`config.mk`:
```
export PLATFORM = sky130hd
export DESIGN_NAME = way_fill_demux4
export DESIGN_NICKNAME = d
export VERILOG_FILES = /design/src/rtl/cache_pkg.sv /design/src/rtl/way_we_decode.sv /design/src/rtl/way_fill_demux4.sv
export SDC_FILE = /design/constraint.sdc
export NUM_CORES = 1
export LEC_CHECK = 0
export CAP_MARGIN = 5
export CORE_MARGIN = 2
export CORE_UTILIZATION = 45
export CTS_CLUSTER_DIAMETER = 150
export DETAILED_ROUTE_END_ITERATION = 16
export GPL_ROUTABILITY_DRIVEN = 0
export PLACE_DENSITY = 0.87
export SYNTH_ARGS = -nofsm -noshare
export SYNTH_HDL_FRONTEND = slang
export SYNTH_SLANG_ARGS = --single-unit
```
`constraint.sdc`:
```
create_clock -name clk -period 2.3 [get_ports clk]
set_clock_uncertainty 0.15 [all_clocks]
set_input_delay 0.345 -clock clk [delete_from_list [all_inputs] [get_ports clk]]
set_output_delay 0.345 -clock clk [all_outputs]
set_load 0.005 [all_outputs]
```
`src/rtl/cache_pkg.sv`:
```
// Shared cache data-path definitions: way geometry, default word width and
// the line-fill sequencing states.
package cache_pkg;

  localparam int NUM_WAYS = 4;
  localparam int WAY_W    = 2;
  // Default word width, shared with the read-side 4-way mux.
  localparam int DATA_W   = 8;

  typedef enum logic [1:0] {
    IDLE = 2'd0,
    FILL = 2'd1,
    DONE = 2'd2
  } fill_state_t;

  // One-hot select for a way index.
  function automatic logic [NUM_WAYS-1:0] way_onehot(input logic [WAY_W-1:0] way);
    return NUM_WAYS'(1) << way;
  endfunction

endpackage

```
`src/rtl/way_we_decode.sv`:
```
// 2-to-4 one-hot way decoder with enable; all-zero when disabled.
module way_we_decode
  import cache_pkg::*;
(
  input  logic                en,
  input  logic [WAY_W-1:0]    way,
  output logic [NUM_WAYS-1:0] we
);

  // Decode the target way into a single write-enable bit.
  always_comb begin
    // NOTE: assigning a default before the condition keeps this block purely
    // combinational; without it a disabled path would infer a latch.
    we = '0;
    if (en) we = way_onehot(way);
  end

endmodule

```
`src/rtl/way_fill_demux4.sv`:
```
// Line-fill demux: steers WORDS incoming words into one of four way data
// ports, generating a one-hot write enable and word offset per word, and
// sequences the fill (start, count, done).
module way_fill_demux4
  import cache_pkg::*;
#(
  parameter  int w     = DATA_W,
  parameter  int WORDS = 4,
  localparam int OW    = $clog2(WORDS)
) (
  input  logic                clk,
  input  logic                rst_n,
  input  logic                start,
  input  logic [WAY_W-1:0]    way_sel,
  input  logic                in_valid,
  output logic                in_ready,
  input  logic signed [w-1:0] in_data,
  output logic signed [w-1:0] out_0,
  output logic signed [w-1:0] out_1,
  output logic signed [w-1:0] out_2,
  output logic signed [w-1:0] out_3,
  output logic [NUM_WAYS-1:0] we,
  output logic [OW-1:0]       word_off,
  output logic                busy,
  output logic                done
);

  fill_state_t         state, state_nx;
  logic [WAY_W-1:0]    way_q;
  logic [OW-1:0]       cnt;
  logic                xfer;
  logic                last;
  logic [NUM_WAYS-1:0] we_nx;
  logic signed [w-1:0] data_q [NUM_WAYS];

  assign xfer = in_valid & in_ready;
  assign last = (cnt == OW'(WORDS - 1));

  // State register.
  always_ff @(posedge clk or negedge rst_n) begin
    // NOTE: sequential state uses non-blocking assignments so every register
    // samples pre-edge values regardless of block evaluation order.
    if (!rst_n) state <= IDLE;
    else        state <= state_nx;
  end

  // Next-state logic: start only honoured in IDLE; DONE lasts one cycle.
  always_comb begin
    state_nx = state;
    unique case (state)
      IDLE:    if (start)       state_nx = FILL;
      FILL:    if (xfer & last) state_nx = DONE;
      DONE:                     state_nx = IDLE;
      default:                  state_nx = IDLE;
    endcase
  end

  // Handshake and status outputs decoded from the state.
  always_comb begin
    in_ready = (state == FILL);
    busy     = (state != IDLE);
    done     = (state == DONE);
  end

  // Target way latch and word counter; counter restarts on every accepted start.
  always_ff @(posedge clk or negedge rst_n) begin
    if (!rst_n) begin
      way_q <= '0;
      cnt   <= '0;
    end else if (state == IDLE && start) begin
      way_q <= way_sel;
      cnt   <= '0;
    end else if (xfer) begin
      cnt   <= cnt + OW'(1);
    end
  end

  way_we_decode u_we_decode (
    .en  (xfer),
    .way (way_q),
    .we  (we_nx)
  );

  // Registered write enable and word offset; offset holds between transfers.
  always_ff @(posedge clk or negedge rst_n) begin
    if (!rst_n) begin
      we       <= '0;
      word_off <= '0;
    end else begin
      we <= we_nx;
      if (xfer) word_off <= cnt;
    end
  end

  // Output data bank: only the selected way's register loads, others hold.
  always_ff @(posedge clk or negedge rst_n) begin
    if (!rst_n) begin
      // NOTE: this is a small flop bank whose outputs are visible ports, so it
      // is reset; a real RAM array would not be.
      for (int k = 0; k < NUM_WAYS; k++) data_q[k] <= '0;
    end else begin
      for (int k = 0; k < NUM_WAYS; k++)
        if (we_nx[k]) data_q[k] <= in_data;
    end
  end

  assign out_0 = data_q[0];
  assign out_1 = data_q[1];
  assign out_2 = data_q[2];
  assign out_3 = data_q[3];

endmodule

```
# ---- Word level (Yosys, flattened, before mapping)
# Cells that the tools add are included.
dict set report op_classes {
  add_sub_neg 1
  n_eq_ne 5
  shifts 1
  n_mux 6
  n_bitwise 2
  n_reduce_logical 5
}
# op count
set op_table {}
lappend op_table {{two-way mux 2 bit} 4}
lappend op_table {{equality test 2 bit (second input constant)} 2}
lappend op_table {{two-way mux 4 bit} 1}
lappend op_table {{one-hot mux 2 bit (2 select lines)} 1}
lappend op_table {{nonzero test 2 bit} 2}
lappend op_table {{<< shifter 1 x 2 -> 4 bit (first input constant)} 1}
lappend op_table {{adder 2 x 1 -> 2 bit (second input constant)} 1}
lappend op_table {{bitwise AND 1 bit} 2}
lappend op_table {{equality test 2 x 1 -> 1 bit (second input constant)} 1}
lappend op_table {{zero test 2 bit} 1}
lappend op_table {{!= test 2 x 1 -> 1 bit (second input constant)} 1}
lappend op_table {{!= test 2 bit (second input constant)} 1}
lappend op_table {{AND reduction 2 bit} 1}
lappend op_table {{logical AND 1 bit} 1}
dict set report word_totals {
  reg_bits 44
  input_bits 14
  out_inout_bits 41
  wordCells 29
}

# ---- Longest topological paths before layout
dict set report depth {
  ltp_word 5
  mapped_depth 4
  ltp_nobuf 4
}

# ---- Hierarchy
# Synthesis repeated with hierarchy kept, for this count alone.
dict set report unflattened {
  hier_cells 105
  area_unflattened_um2 1737.9
}
# mod instances cells_each area_each_um2 seq_area_each_um2
set modules_own_cells {}
lappend modules_own_cells {way_fill_demux4 1 101 1700.4 1101.1}
lappend modules_own_cells {way_we_decode 1 4 37.5 0.0}

# ---- Worst setup path before layout
# Ideal clock, no wire load.
dict set report synth_timing {
  kind {register to register}
  startpoint {reg state[1]}
  endpoint {reg data_q (netlist bit out_1[0])}
  setup_ns 0.125
  t_arrival_ns 1.397
  t_required_ns 2.025
  slack_ns 0.628
  stages_incl_launch_ff 5
  n_path_buf 1
  period_less_slack_ns 1.672
  cell_sequence {dfrtp_1 -> nand3b_4 -> or3b_1 -> buf_6 -> mux2_4}
}
dict set report synth_via {
  elab_chain_cells 3
}
# item line
set synth_rtl {}
lappend synth_rtl {{from (decl)} way_fill_demux4.sv:28} ;# fill_state_t state, state_nx;
lappend synth_rtl {{from (signal assigned)} way_fill_demux4.sv:44} ;# else state <= state_nx;
lappend synth_rtl {{equality test 2 x 1 -> 1 bit} way_fill_demux4.sv:60} ;# in_ready = (state == FILL);
lappend synth_rtl {{bitwise AND 1 bit} way_fill_demux4.sv:36} ;# assign xfer = in_valid & in_ready;
lappend synth_rtl {{two-way mux 4 bit} way_we_decode.sv:15} ;# if (en) we = way_onehot(way);
lappend synth_rtl {{to (signal, indexed assignment)} way_fill_demux4.sv:103} ;# if (we_nx[k]) data_q[k] <= in_data;
lappend synth_rtl {{to (decl)} way_fill_demux4.sv:34} ;# logic signed [w-1:0] data_q [NUM_WAYS];
# No other way between the ends.
# A chain may end at the register's enable or synchronous reset.

# ---- Final worst setup path
dict set report layout_timing {
  startpoint {reg state[0]}
  endpoint {out busy}
}
dict set report layout_via {
  elab_chain_cells 1
}
# item line
set layout_rtl {}
lappend layout_rtl {{nonzero test 2 bit} way_fill_demux4.sv:61} ;# busy = (state != IDLE);
lappend layout_rtl {{to (decl)} way_fill_demux4.sv:24} ;# output logic busy,
# No other way between the ends.

==> results.toml <==
[route]
drt_iter0_drc = 17
wl_per_cell_um = 17.1
met2WireLength_um = 2000
via_count = 1106
wl_met1_um = 1600
top_layer = "met4"
met3_length_um = 185
drc = 0
ant_nets = 0
wirelength_um = 3810
viasPerCell = 4.96
dr.pass1.iters = 4

[layout]
fillCellCount = 269
final_nets = 189
multiInputGateArea_um2 = 597
n_antenna_cell = 0
final_cells = 223
layout-drive-gt1-share = 0.331
design_area_um2 = 2480
final-seq-area_um2 = 1100
area_growth_pct = 43.5

[clocking]
cts_htree_levels = 2
numClockSinks = 44
cts_buffers = 5
cts_buffer_depth = 2
clk_pin_slew_ps = 80
clk_latency_ps = 290
postCtsHoldBufs = 1
tritoncts = "done"
root_buffer = "clkbuf_8"
cts_resized = 0
cts_setup_buffers = 0

[logic_synthesis]
synthesis.area_um2 = 1730
yosysSeqAreaShare = 0.637
synth_top_area_frac = 0.637
synth_area_leaders = "dfrtp_1, mux2_2, mux2_4"
yosys-top-cells-count = "dfrtp_1, mux2_2, mux2_4"
synth_nets = 121
synth_most_common_cell = "dfrtp_1"
ys.flop_type = "dfrtp_1"
syn_inst = 106
synth.avg_cell_area_um2 = 16.3
synth_edf_count = 0
synth_area_leader_cell = "dfrtp_1"
synth_warnings = 0
synth-seq-cells = 44
synth_cell_types = 25
synth-async-reset-ratio = 1.00

[setup_path]
crit_chain = "or2_2 -> clkdlybuf4s50_1"
crit_family = "flip-flops"
crit_type = "register to output pin"
path_max_fanout = 8
cpPeakStageDelay_ps = 480
crit_slowest_cell = "dfrtp_1"
cp_data_arrival_time_ps = 1530
cp-end-kind = "output pin"
startpoint_type = "register"
r2r_slack_ps = 490
worstPathRequired_ps = 1800
path_buf_inv = 1

[sta]
relSlewSlack = 0.627
fin_setup_tns_ps = 0
rsz0062_at_grt = "no"
timing.hold.ws_ps = 354
min_period_ps = 2030
timing.final.crit_share = 0.881
setup-violations-final = 0
report.final.hold_viol_count = 0
fmax_ghz = 0.493
slew_violations = 0
worst_slew_pin_slew_ps = 559

[run_status]
status = "complete, no violations"

[global_route]
grt_pass1_wl_um = 6220
grt_max_degree = 27
track_usage = 0.198
grt_overflow = 0
antenna_found_initial = 0
grt_pass1_vias = 1218

[floorplanning]
num_rows = 22
die_h_um = 66.0
dieArea_um2 = 4350
core_um2 = 3690
ios = 55
fp.dieW_um = 66.0
initial_core_util = 0.468

[pwr]
powerDensity_nw_per_um2 = 1390
ir_worst_vdd_v = 0.000847
finalPower_mw = 3.45
p_leak_nw = 1.12

[placement]
port_buffers = 54
hpwl_um = 2840
post-place-cells = 214
place_area_um2 = 2370

[job]
cap_viol_max_count = 0

[min_path]
hp-class = "register to register"
-- layout by cell type, fill, tap and decap left out, drive strengths merged, types with 2 or more instances in the layout --
cell	instances
a22o	2
clkbuf	6
clkdlybuf4s50	53
clkinvlp	2
mux2	35
and2b	2
dfrtp	44
buf	9
inv	5
-- kinds of logic after synthesis --
kind of cell             share of synthesized area
flip-flops                                   0.637
multiplexers                                 0.251
buffers and inverters                       0.0203
AND/OR/NAND/NOR                             0.0594
AO/OA/AOI/OAI                               0.0246
adder cells (fa/ha/maj)                    0.00724
-- layer usage --
metal | vias to the layer above | GRT usage
met1 | 568 | 0.228
li1 | 503 | -
met3 | 4 | 0.0716
met2 | 31 | 0.337
met5 | - | 0
met4 | 0 | 0.0765
-- worst register-to-register path: stages (launching register included) --
cell and delay [ps]:
dfrtp_1 500, nand3b_4 150, or3b_1 420, buf_4 180, mux2_4 300
-- report_power, final --
part	total [mW]	switching (mW)	internal, mW
sequential	1.41	0.262	1.15
combinational	1.54	0.469	1.07
clock	0.505	0.262	0.243
total	3.45	0.993	2.46
-- registers in the layout, summed over array words and instances (netlist names) --
register  flops
out_1         8
out_0         8
state         2
way_q         2
out_3         8
out_2         8
word_off      2
we            4
cnt           2
-- stage by stage --
step | utilization | setup WS (ps)
final | 0.672 | 273
after global routing | 0.672 | 205
after CTS | 0.672 | 258
after detailed placement | 0.643 | 109
after global placement | 0.643 | 147
after floorplan | - | 628
-- final timing paths --
kind / start / end / cells after the start
max: state[0] / busy / 2
min: word_off[1] / word_off[1] / 2
max reg2reg: state[0] / out_1[5] / 4
min reg2reg: word_off[1] / word_off[1] / 2
max in group asynchronous: rst_n / out_0[4] / 3
min in group asynchronous: rst_n / out_0[1] / 2
-- final cells by class --
class | count | area share
flip-flops and latches | 44 | 0.444
clock buffers | 6 | 0.0333
repair buffers | 63 | 0.244
clock inverters | 2 | 0.00605
multi-input cells | 55 | 0.241
well taps | 48 | 0.0242
inverters | 5 | 0.00757
(Power assumes the default switching activity.)
